<file path="config.mk">
export PLATFORM = sky130hd
export DESIGN_NAME = bidir_shift_engine
export DESIGN_NICKNAME = d
export VERILOG_FILES = /design/src/rtl/bidir_shift_engine.sv
export SDC_FILE = /design/constraint.sdc
export NUM_CORES = 1
export LEC_CHECK = 0
export CORE_AREA = 2 2 106 108
export DETAILED_ROUTE_END_ITERATION = 6
export DIE_AREA = 0 0 108 110
export GPL_TIMING_DRIVEN = 1
export SYNTH_ARGS = -nofsm -noshare
export SYNTH_HDL_FRONTEND = slang
export SYNTH_SLANG_ARGS = --single-unit
export TNS_END_PERCENT = 50
</file>
<file path="constraint.sdc">
create_clock -name clk -period 1.7 [get_ports clk]
set_input_delay 0.17 -clock clk [delete_from_list [all_inputs] [get_ports clk]]
set_output_delay 0.17 -clock clk [all_outputs]
set_load 0.05 [all_outputs]
</file>
<file path="src/rtl/bidir_shift_engine.sv">
// rtl/bidir_shift_engine.sv - bidirectional bit/symbol shift register with autonomous burst mode
// Optional feature macro: SHIFT_ROTATE_EN (adds rotate input; shifted-out bits wrap around)
module bidir_shift_engine #(
    parameter int  WIDTH = 26,
    parameter int  SYM_W = 2,
    localparam int NSYM  = WIDTH / SYM_W,
    localparam int LEN_W = $clog2(NSYM + 1)
) (
    input  logic             clk,
    input  logic             reset,
    input  logic             enable,
    input  logic [2:0]       op,
    input  logic [WIDTH-1:0] d,
    input  logic [SYM_W-1:0] sym_in,
    input  logic [LEN_W-1:0] burst_len,
`ifdef SHIFT_ROTATE_EN
    input  logic             rotate,
`endif
    output logic [WIDTH-1:0] q,
    output logic [SYM_W-1:0] sym_out_left,
    output logic [SYM_W-1:0] sym_out_right,
    output logic             busy,
    output logic             done
);

    generate
        if (WIDTH % SYM_W != 0) begin : g_bad_width
            $error("bidir_shift_engine: WIDTH must be a multiple of SYM_W");
        end
    endgenerate

    localparam logic [LEN_W-1:0] NSYM_L = LEN_W'(NSYM);

    // Encoding keeps busy/done as single state flops, so the decodes cannot glitch.
    typedef enum logic [1:0] {
        IDLE  = 2'b00,
        BURST = 2'b01,
        DONE  = 2'b10
    } state_t;

    state_t           state;
    logic [LEN_W-1:0] count;
    logic             dir_right;
    logic             rot;
    logic [LEN_W-1:0] len_clamped;

`ifdef SHIFT_ROTATE_EN
    assign rot = rotate;
`else
    assign rot = 1'b0;
`endif

    assign len_clamped = (burst_len > NSYM_L) ? NSYM_L : burst_len;

    function automatic logic [WIDTH-1:0] bit_shift(input logic [WIDTH-1:0] v, input logic right,
                                                   input logic fill, input logic wrap);
        if (right)
            return {(wrap ? v[0] : fill), v[WIDTH-1:1]};
        else
            return {v[WIDTH-2:0], (wrap ? v[WIDTH-1] : fill)};
    endfunction

    function automatic logic [WIDTH-1:0] sym_shift(input logic [WIDTH-1:0] v, input logic right,
                                                   input logic [SYM_W-1:0] fill, input logic wrap);
        if (right)
            return {(wrap ? v[SYM_W-1:0] : fill), v[WIDTH-1:SYM_W]};
        else
            return {v[WIDTH-SYM_W-1:0], (wrap ? v[WIDTH-1 -: SYM_W] : fill)};
    endfunction

    always_ff @(posedge clk or posedge reset) begin
        if (reset) begin
            q         <= '0;
            state     <= IDLE;
            count     <= '0;
            dir_right <= 1'b0;
        end else if (enable) begin
            case (state)
                IDLE: begin
                    case (op)
                        3'b001: q <= bit_shift(q, 1'b0, sym_in[0], rot);
                        3'b010: q <= bit_shift(q, 1'b1, sym_in[0], rot);
                        3'b011: q <= d;
                        3'b100: q <= sym_shift(q, 1'b0, sym_in, rot);
                        3'b101: q <= sym_shift(q, 1'b1, sym_in, rot);
                        3'b110, 3'b111: begin
                            // Start edge only arms the burst; the first shift happens next edge.
                            count     <= len_clamped;
                            dir_right <= op[0];
                            state     <= (len_clamped != '0) ? BURST : DONE;
                        end
                        default: ;
                    endcase
                end
                BURST: begin
                    q     <= sym_shift(q, dir_right, sym_in, rot);
                    count <= count - 1'b1;
                    if (count == LEN_W'(1))
                        state <= DONE;
                end
                DONE: state <= IDLE;
                default: state <= IDLE;
            endcase
        end
    end

    assign busy          = state[0];
    assign done          = state[1];
    assign sym_out_left  = q[WIDTH-1 -: SYM_W];
    assign sym_out_right = q[SYM_W-1:0];

endmodule
</file>
* Word level (Yosys, flattened, before mapping) *
Index checks and enable logic that the tools add are counted.

word-level totals
  register bits after elaboration = 33
  bits in latches = 0
  RAM bits = 0
  memory bits (read-only) = 0
  logic and storage cells = 36
  memories kept = 0

cells by class
  $add $sub $neg = 1
  multipliers = 0
  divide/modulo/power cells = 0
  order comparisons = 1
  equality and inequality tests = 12
  shift operators = 0
  mux-type cells = 10
  bitwise operators = 0
  reductions and logical operators = 8

operators by type and width
  operator               count
  $pmux W26 S5           1
  $pmux W26 S2           1
  $mux W26               1
  $eq A3 B3 Y1 const B   4
  $reduce_and A3 Y1      4
  $mux W4                2
  $pmux W4 S2            1
  $eq A3 B2 Y1 const B   2
  $mux W2                3
  $ne A6 B1 Y1 const B   1
  $eq A4 B1 Y1 const B   1
  $gt A4 B4 Y1 const B   1
  $pmux W2 S2            1
  $reduce_bool A4 Y1     1
  $sub A4 B1 Y4 const B  1
  $eq A3 B1 Y1 const B   1
  $eq A2 B1 Y1 const B   1
  $logic_not A2 Y1       1
  $ne A2 B1 Y1 const B   1
  $ne A2 B2 Y1 const B   1
  $reduce_bool A2 Y1     1
  $reduce_or A2 Y1       1

* Logic depth before layout (Yosys ltp) *
  depth in word-level cells = 6
  mapped depth = 7

* Worst setup path before layout *
Ideal clock, no wire load.

  path kind = register to register
  from = register state[1]
  to = register q[11]
  library setup time = 0.121 ns
  arrival time = 1.619 ns
  setup slack = -0.040 ns
  cell stages (with the launch flop) = 6
  period minus slack after synthesis = 1.740 ns
  cells stage by stage = dfrtp_1 nand2b_4 o31ai_4 buf_6 o21ai_0 o22a_1

on the way
  longest elaborated chain between the ends = 3
  elaborated cells on any way between the ends = 6
  those cells by class = eq/ne (2); mux (1); reduce/logical (3)

ends and longest elaborated chain
  item                                                          RTL line  RTL
  start: declaration                                            41        state_t state;
  start signal: assignment                                      90        state <= (len_clamped != '0) ? BURST : DONE;
  $logic_not A2 Y1 or $eq A2 B1 Y1 (tied branches)              78        case (state)
  $ne A6 B1 Y1 (no line) or $reduce_bool A2 Y1 (tied branches)  n/a
  $reduce_and A3 Y1 (no line)                                   n/a
  end signal: assignment                                        81        3'b001: q <= bit_shift(q, 1'b0, sym_in[0], rot);
  end signal: assignment                                        82        3'b010: q <= bit_shift(q, 1'b1, sym_in[0], rot);
  end signal: assignment                                        84        3'b100: q <= sym_shift(q, 1'b0, sym_in, rot);
  end: declaration                                              19        output logic [WIDTH-1:0] q,

Parallel ways exist; a longest one is shown, timed or not.
A chain may end at the register's enable or synchronous reset.

* Final worst setup path *
  from = register state[1]
  to = register q[15]

The elaborated chain is that of the path after synthesis.

==> tab_implementation.tex <==
\begin{tabular}{lr}
\hline
Metric & Value \\
\hline
\multicolumn{2}{l}{\textbf{Run status}} \\
Run status & complete, no violations \\
\multicolumn{2}{l}{\textbf{Timing}} \\
Setup repair after global routing missed its margin & false \\
Worst slew margin relative to its limit & 63.47\% \\
Clock Skews & 0.009936 ns \\
Worst slew pin tran & 0.5468 ns \\
Tightest hold margin & 0.2792 ns \\
Post-route worst setup slack & 0.1389 ns \\
Slew Limit Fails & 0 \\
Share of the clock period used by the worst path & 91.83\% \\
Max Freq & 0.6406 GHz \\
Shortest clock period the worst path allows after layout & 1.561 ns \\
Number of hold-slack violations in the final timing report & 0 \\
Setup TNS Final & 0 ns \\
Final setup violation count & 0 \\
\multicolumn{2}{l}{\textbf{Floorplan}} \\
Floorplan row count & 38 \\
Core Region & 10,700 sq um \\
Vertical extent of the die & 110 um \\
Number of I/O pins & 70 \\
Chip Width & 108 um \\
Effective utilization at floorplan & 27.39\% \\
DIE AREA & 11,880 sq um \\
\multicolumn{2}{l}{\textbf{Critical path}} \\
Cell-by-cell listing of the critical path & nand2b\_4 -> o31ai\_4 -> buf\_12 -> o21ai\_0 -> o22a\_1 \\
Maximum net fanout on the critical path & 50 \\
Cell with the largest stage delay on the worst path & sky130\_fd\_sc\_hd\_\_dfrtp\_2 \\
Category of the most critical setup path & reg -> reg \\
Buffer and inverter count on the worst path & 1 \\
Crit path required time & 1.89 ns \\
Worst Setup Start Kind & register \\
Critical path data arrival time & 1.75 ns \\
Crit. End Element & register \\
Longest individual stage delay on the worst path & 0.44 ns \\
Cell family with most CP delay & compound AO/OA/AOI/OAI gates \\
\multicolumn{2}{l}{\textbf{Job}} \\
Max-capacitance violation count & 0 \\
\multicolumn{2}{l}{\textbf{Synth}} \\
Gate count of the mapped netlist & 326 \\
Synthesized area per cell & 8.989 sq um \\
Top flip-flop cell by instance count after synthesis & sky130\_fd\_sc\_hd\_\_dfrtp\_1 \\
Proportion of register bits with asynchronous set or reset after synthesis & 100.0\% \\
Sequential element share of the synthesized area & 28.18\% \\
Fraction of post-synthesis cell area in the top cell type by area & 28.18\% \\
Cell taking the most area after synthesis & sky130\_fd\_sc\_hd\_\_dfrtp\_1 \\
Top area cells in the synthesized netlist & sky130\_fd\_sc\_hd\_\_dfrtp\_1 28\%, sky130\_fd\_sc\_hd\_\_mux2i\_1 8.9\%, sky130\_fd\_sc\_hd\_\_o22a\_1 7.5\%, sky130\_fd\_sc\_hd\_\_mux2\_2 7.3\%, sky130\_fd\_sc\_hd\_\_o22ai\_1 4.3\% \\
Yosys warns & 0 \\
Count of different cell masters after synthesis & 46 \\
Mapped Area & 2930 sq um \\
Post-Syn Nets & 366 \\
EDFF count, synth & 0 \\
Seq cells post-synth & 33 \\
\multicolumn{2}{l}{\textbf{Cells and area}} \\
Area Overhead vs Synth & 31.13\% \\
Final design instance area without fill & 3842 sq um \\
Diode insertion count for antenna repair & 0 \\
Layout cell share with drive strength beyond 1 & 24.49\% \\
Number of inserted filler cells in the final layout & 1,126 \\
Final net count & 435 \\
FF/Latch Area & 827.0 sq um \\
Area of combinational cells with multiple inputs & 1843 sq um \\
\multicolumn{2}{l}{\textbf{Drt}} \\
WL per Instance & 17.86 um \\
Via total after detailed routing & 2,900 \\
Wire length on met1 & 4389 um \\
\# DRC & 0 \\
Routed via count divided by cell count & 5.410 \\
Final wirelength & 9572 um \\
Total met2 wirelength after detailed routing & 4617 um \\
DRC violation total after the first TritonRoute iteration & 153 \\
Uppermost layer routed & met4 \\
Antenna Violating Nets Remaining & 0 \\
Length of the first detailed-routing pass in iterations & 4 \\
Met3 routed wirelength & 524 um \\
\multicolumn{2}{l}{\textbf{Placed design}} \\
IO buf count & 69 \\
Placement Cell Area & 3755 sq um \\
Worst Setup Slack post-DPL & -0.2323 ns \\
Final RePlAce weighted congestion & 0.7832 \\
Detailed placer's ending HPWL & 6299 um \\
\multicolumn{2}{l}{\textbf{Pwr}} \\
Net switching fraction of the power & 53.24\% \\
Fraction of power consumed by combinational cells & 65.0\% \\
Portion of total power attributed to sequential cells & 26.4\% \\
Areal power density over the cells & 1897 nW/um\^{}2 \\
Clock network fraction of total power & 8.7\% \\
Switching power of the nets & 3.881 mW \\
Maximum resistive drop on vdd & 0.9363 mV \\
Leakage power summed over all cells & 1.537 nW \\
Internal & 3.408 mW \\
Post-route total power & 7.289 mW \\
\multicolumn{2}{l}{\textbf{Global routing}} \\
First-pass GRT wire length & 15,290 um \\
Remaining global-route overflow & 0 \\
Global Route Usage Sum & 16.27\% \\
Vias in the first global route & 2,926 \\
Antenna violations before repair & 0 \\
Pin count of the biggest net entering global routing & 51 \\
\multicolumn{2}{l}{\textbf{Clock tree}} \\
CTS Buffer Depth & 2 \\
CTS sink count & 33 \\
Number of clock buffers inserted by TritonCTS & 5 \\
Max H-tree Level & 2 \\
Post-CTS clock slew at the launch and capture registers of the worst setup and hold paths & 0.08 ns \\
Worst-Skew Late Latency & 0.30 ns \\
Count of buffers added by post-CTS timing repair for setup & 0 \\
TritonCTS clock tree & yes \\
CTS root buf & sky130\_fd\_sc\_hd\_\_clkbuf\_8 \\
\multicolumn{2}{l}{\textbf{Min path}} \\
Path category of the worst min-delay check & in -> async \\
\hline
\end{tabular}
## worst min-delay path: stages
cell and delay [ns]:
sky130_fd_sc_hd__clkdlybuf4s50_1 0.39, sky130_fd_sc_hd__inv_1 0.05, sky130_fd_sc_hd__buf_4 0.41
## area by class of cell
| class | instances | area share (%) |
|---|---|---|
| clock buffer | 6 | 1.889 |
| clock inverter | 2 | 0.2605 |
| inverter | 7 | 0.6838 |
| multi-input combinational | 252 | 47.96 |
| sequential | 33 | 21.52 |
| tap | 140 | 4.559 |
| timing repair buffer | 96 | 23.12 |
## cell families after synthesis
logic type | share of synthesized area, %
AO/OA/AOI/OAI | 31.26
AND/OR/NAND/NOR | 11.66
multiplexers | 18.10
buffers and inverters | 9.009
flip-flops | 28.18
adder cells (fa/ha/maj) | 0.8538
XOR/XNOR | 0.9395
## power groups by stage
| stage | combinational [mW] | clock (mW) | sequential [mW] |
|---|---|---|---|
| 2_1_floorplan | 2.45 | 0 | 2.75 |
| 5_1_grt | 5.09 | 0.679 | 2.02 |
| 3_5_place_dp | 4.74 | 0 | 1.93 |
| 3_3_place_gp | 4.70 | 0 | 1.91 |
| 6_report | 4.74 | 0.631 | 1.92 |
| 4_1_cts | 4.76 | 0.641 | 1.92 |
## path summary, 6_finish.rpt
| check | depth (start not counted) | end | start | slack [ns] |
|---|---|---|---|---|
| max | 5 | q[15] | state[1] | 0.14 |
| min | 3 | q[10] | reset | 0.28 |
| max reg2reg | 5 | q[15] | state[1] | 0.14 |
| min reg2reg | 1 | count[3] | count[3] | 0.54 |
| max in group asynchronous | 3 | state[1] | reset | 1.05 |
| min in group clk | 4 | state[1] | op[1] | 0.41 |
## timing repair
item	4_1_cts	5_1_grt
hold buffers	0	0
gates resized for setup	0	2
endpoints found under the setup margin	0	4
## stage by stage
| step | util, % | std cells |
|---|---|---|
| floorplan | - | 326 |
| global placement | 35.10 | 528 |
| detailed placement | 35.10 | 528 |
| CTS | 35.87 | 536 |
| global route | 35.92 | 536 |
| finish | 35.92 | 536 |
## cells in the final DEF, fill, tap and decap left out, types with 6 or more instances in the layout
cell,Yosys,routed
sky130_fd_sc_hd__a211oi_1,15,15
sky130_fd_sc_hd__a21oi_1,17,17
sky130_fd_sc_hd__a311oi_1,7,7
sky130_fd_sc_hd__a31oi_1,7,7
sky130_fd_sc_hd__buf_12,0,6
sky130_fd_sc_hd__buf_4,9,53
sky130_fd_sc_hd__clkdlybuf4s50_1,0,34
sky130_fd_sc_hd__dfrtp_1,33,32
sky130_fd_sc_hd__inv_1,6,6
sky130_fd_sc_hd__mux2_2,19,19
sky130_fd_sc_hd__mux2i_1,26,26
sky130_fd_sc_hd__nand2_1,29,29
sky130_fd_sc_hd__nand2b_1,7,7
sky130_fd_sc_hd__nor2_1,8,8
sky130_fd_sc_hd__o21ai_0,22,22
sky130_fd_sc_hd__o22a_1,25,25
sky130_fd_sc_hd__o22ai_1,20,20
## synth_stat cells, types with 3 or more instances
cell type	number
sky130_fd_sc_hd__inv_1	6
sky130_fd_sc_hd__o22ai_1	20
sky130_fd_sc_hd__o211ai_1	3
sky130_fd_sc_hd__mux2i_1	26
sky130_fd_sc_hd__a21oi_1	17
sky130_fd_sc_hd__a211oi_1	15
sky130_fd_sc_hd__o21ai_0	22
sky130_fd_sc_hd__o21ai_1	4
sky130_fd_sc_hd__nor3_1	5
sky130_fd_sc_hd__a31oi_1	7
sky130_fd_sc_hd__mux2_1	5
sky130_fd_sc_hd__nor2b_1	6
sky130_fd_sc_hd__mux2_2	19
sky130_fd_sc_hd__dfrtp_1	33
sky130_fd_sc_hd__nand2_1	29
sky130_fd_sc_hd__nand2b_1	7
sky130_fd_sc_hd__buf_6	8
sky130_fd_sc_hd__o22a_1	25
sky130_fd_sc_hd__nor2_1	8
sky130_fd_sc_hd__buf_4	9
sky130_fd_sc_hd__buf_2	13
sky130_fd_sc_hd__a311oi_1	7
sky130_fd_sc_hd__clkbuf_1	4
## registers in the layout, indices dropped and copies added, names as in the netlist
signal     flops
dir_right      1
state          2
q             26
count          4
## per-layer routing
layer  global-route usage [%]  vias up
li1                         -     1395
met1                    22.55     1411
met2                    26.77       90
met3                    3.351        4
met4                    2.381        0
met5                        0        -
Power figures use the tool's default switching activity.
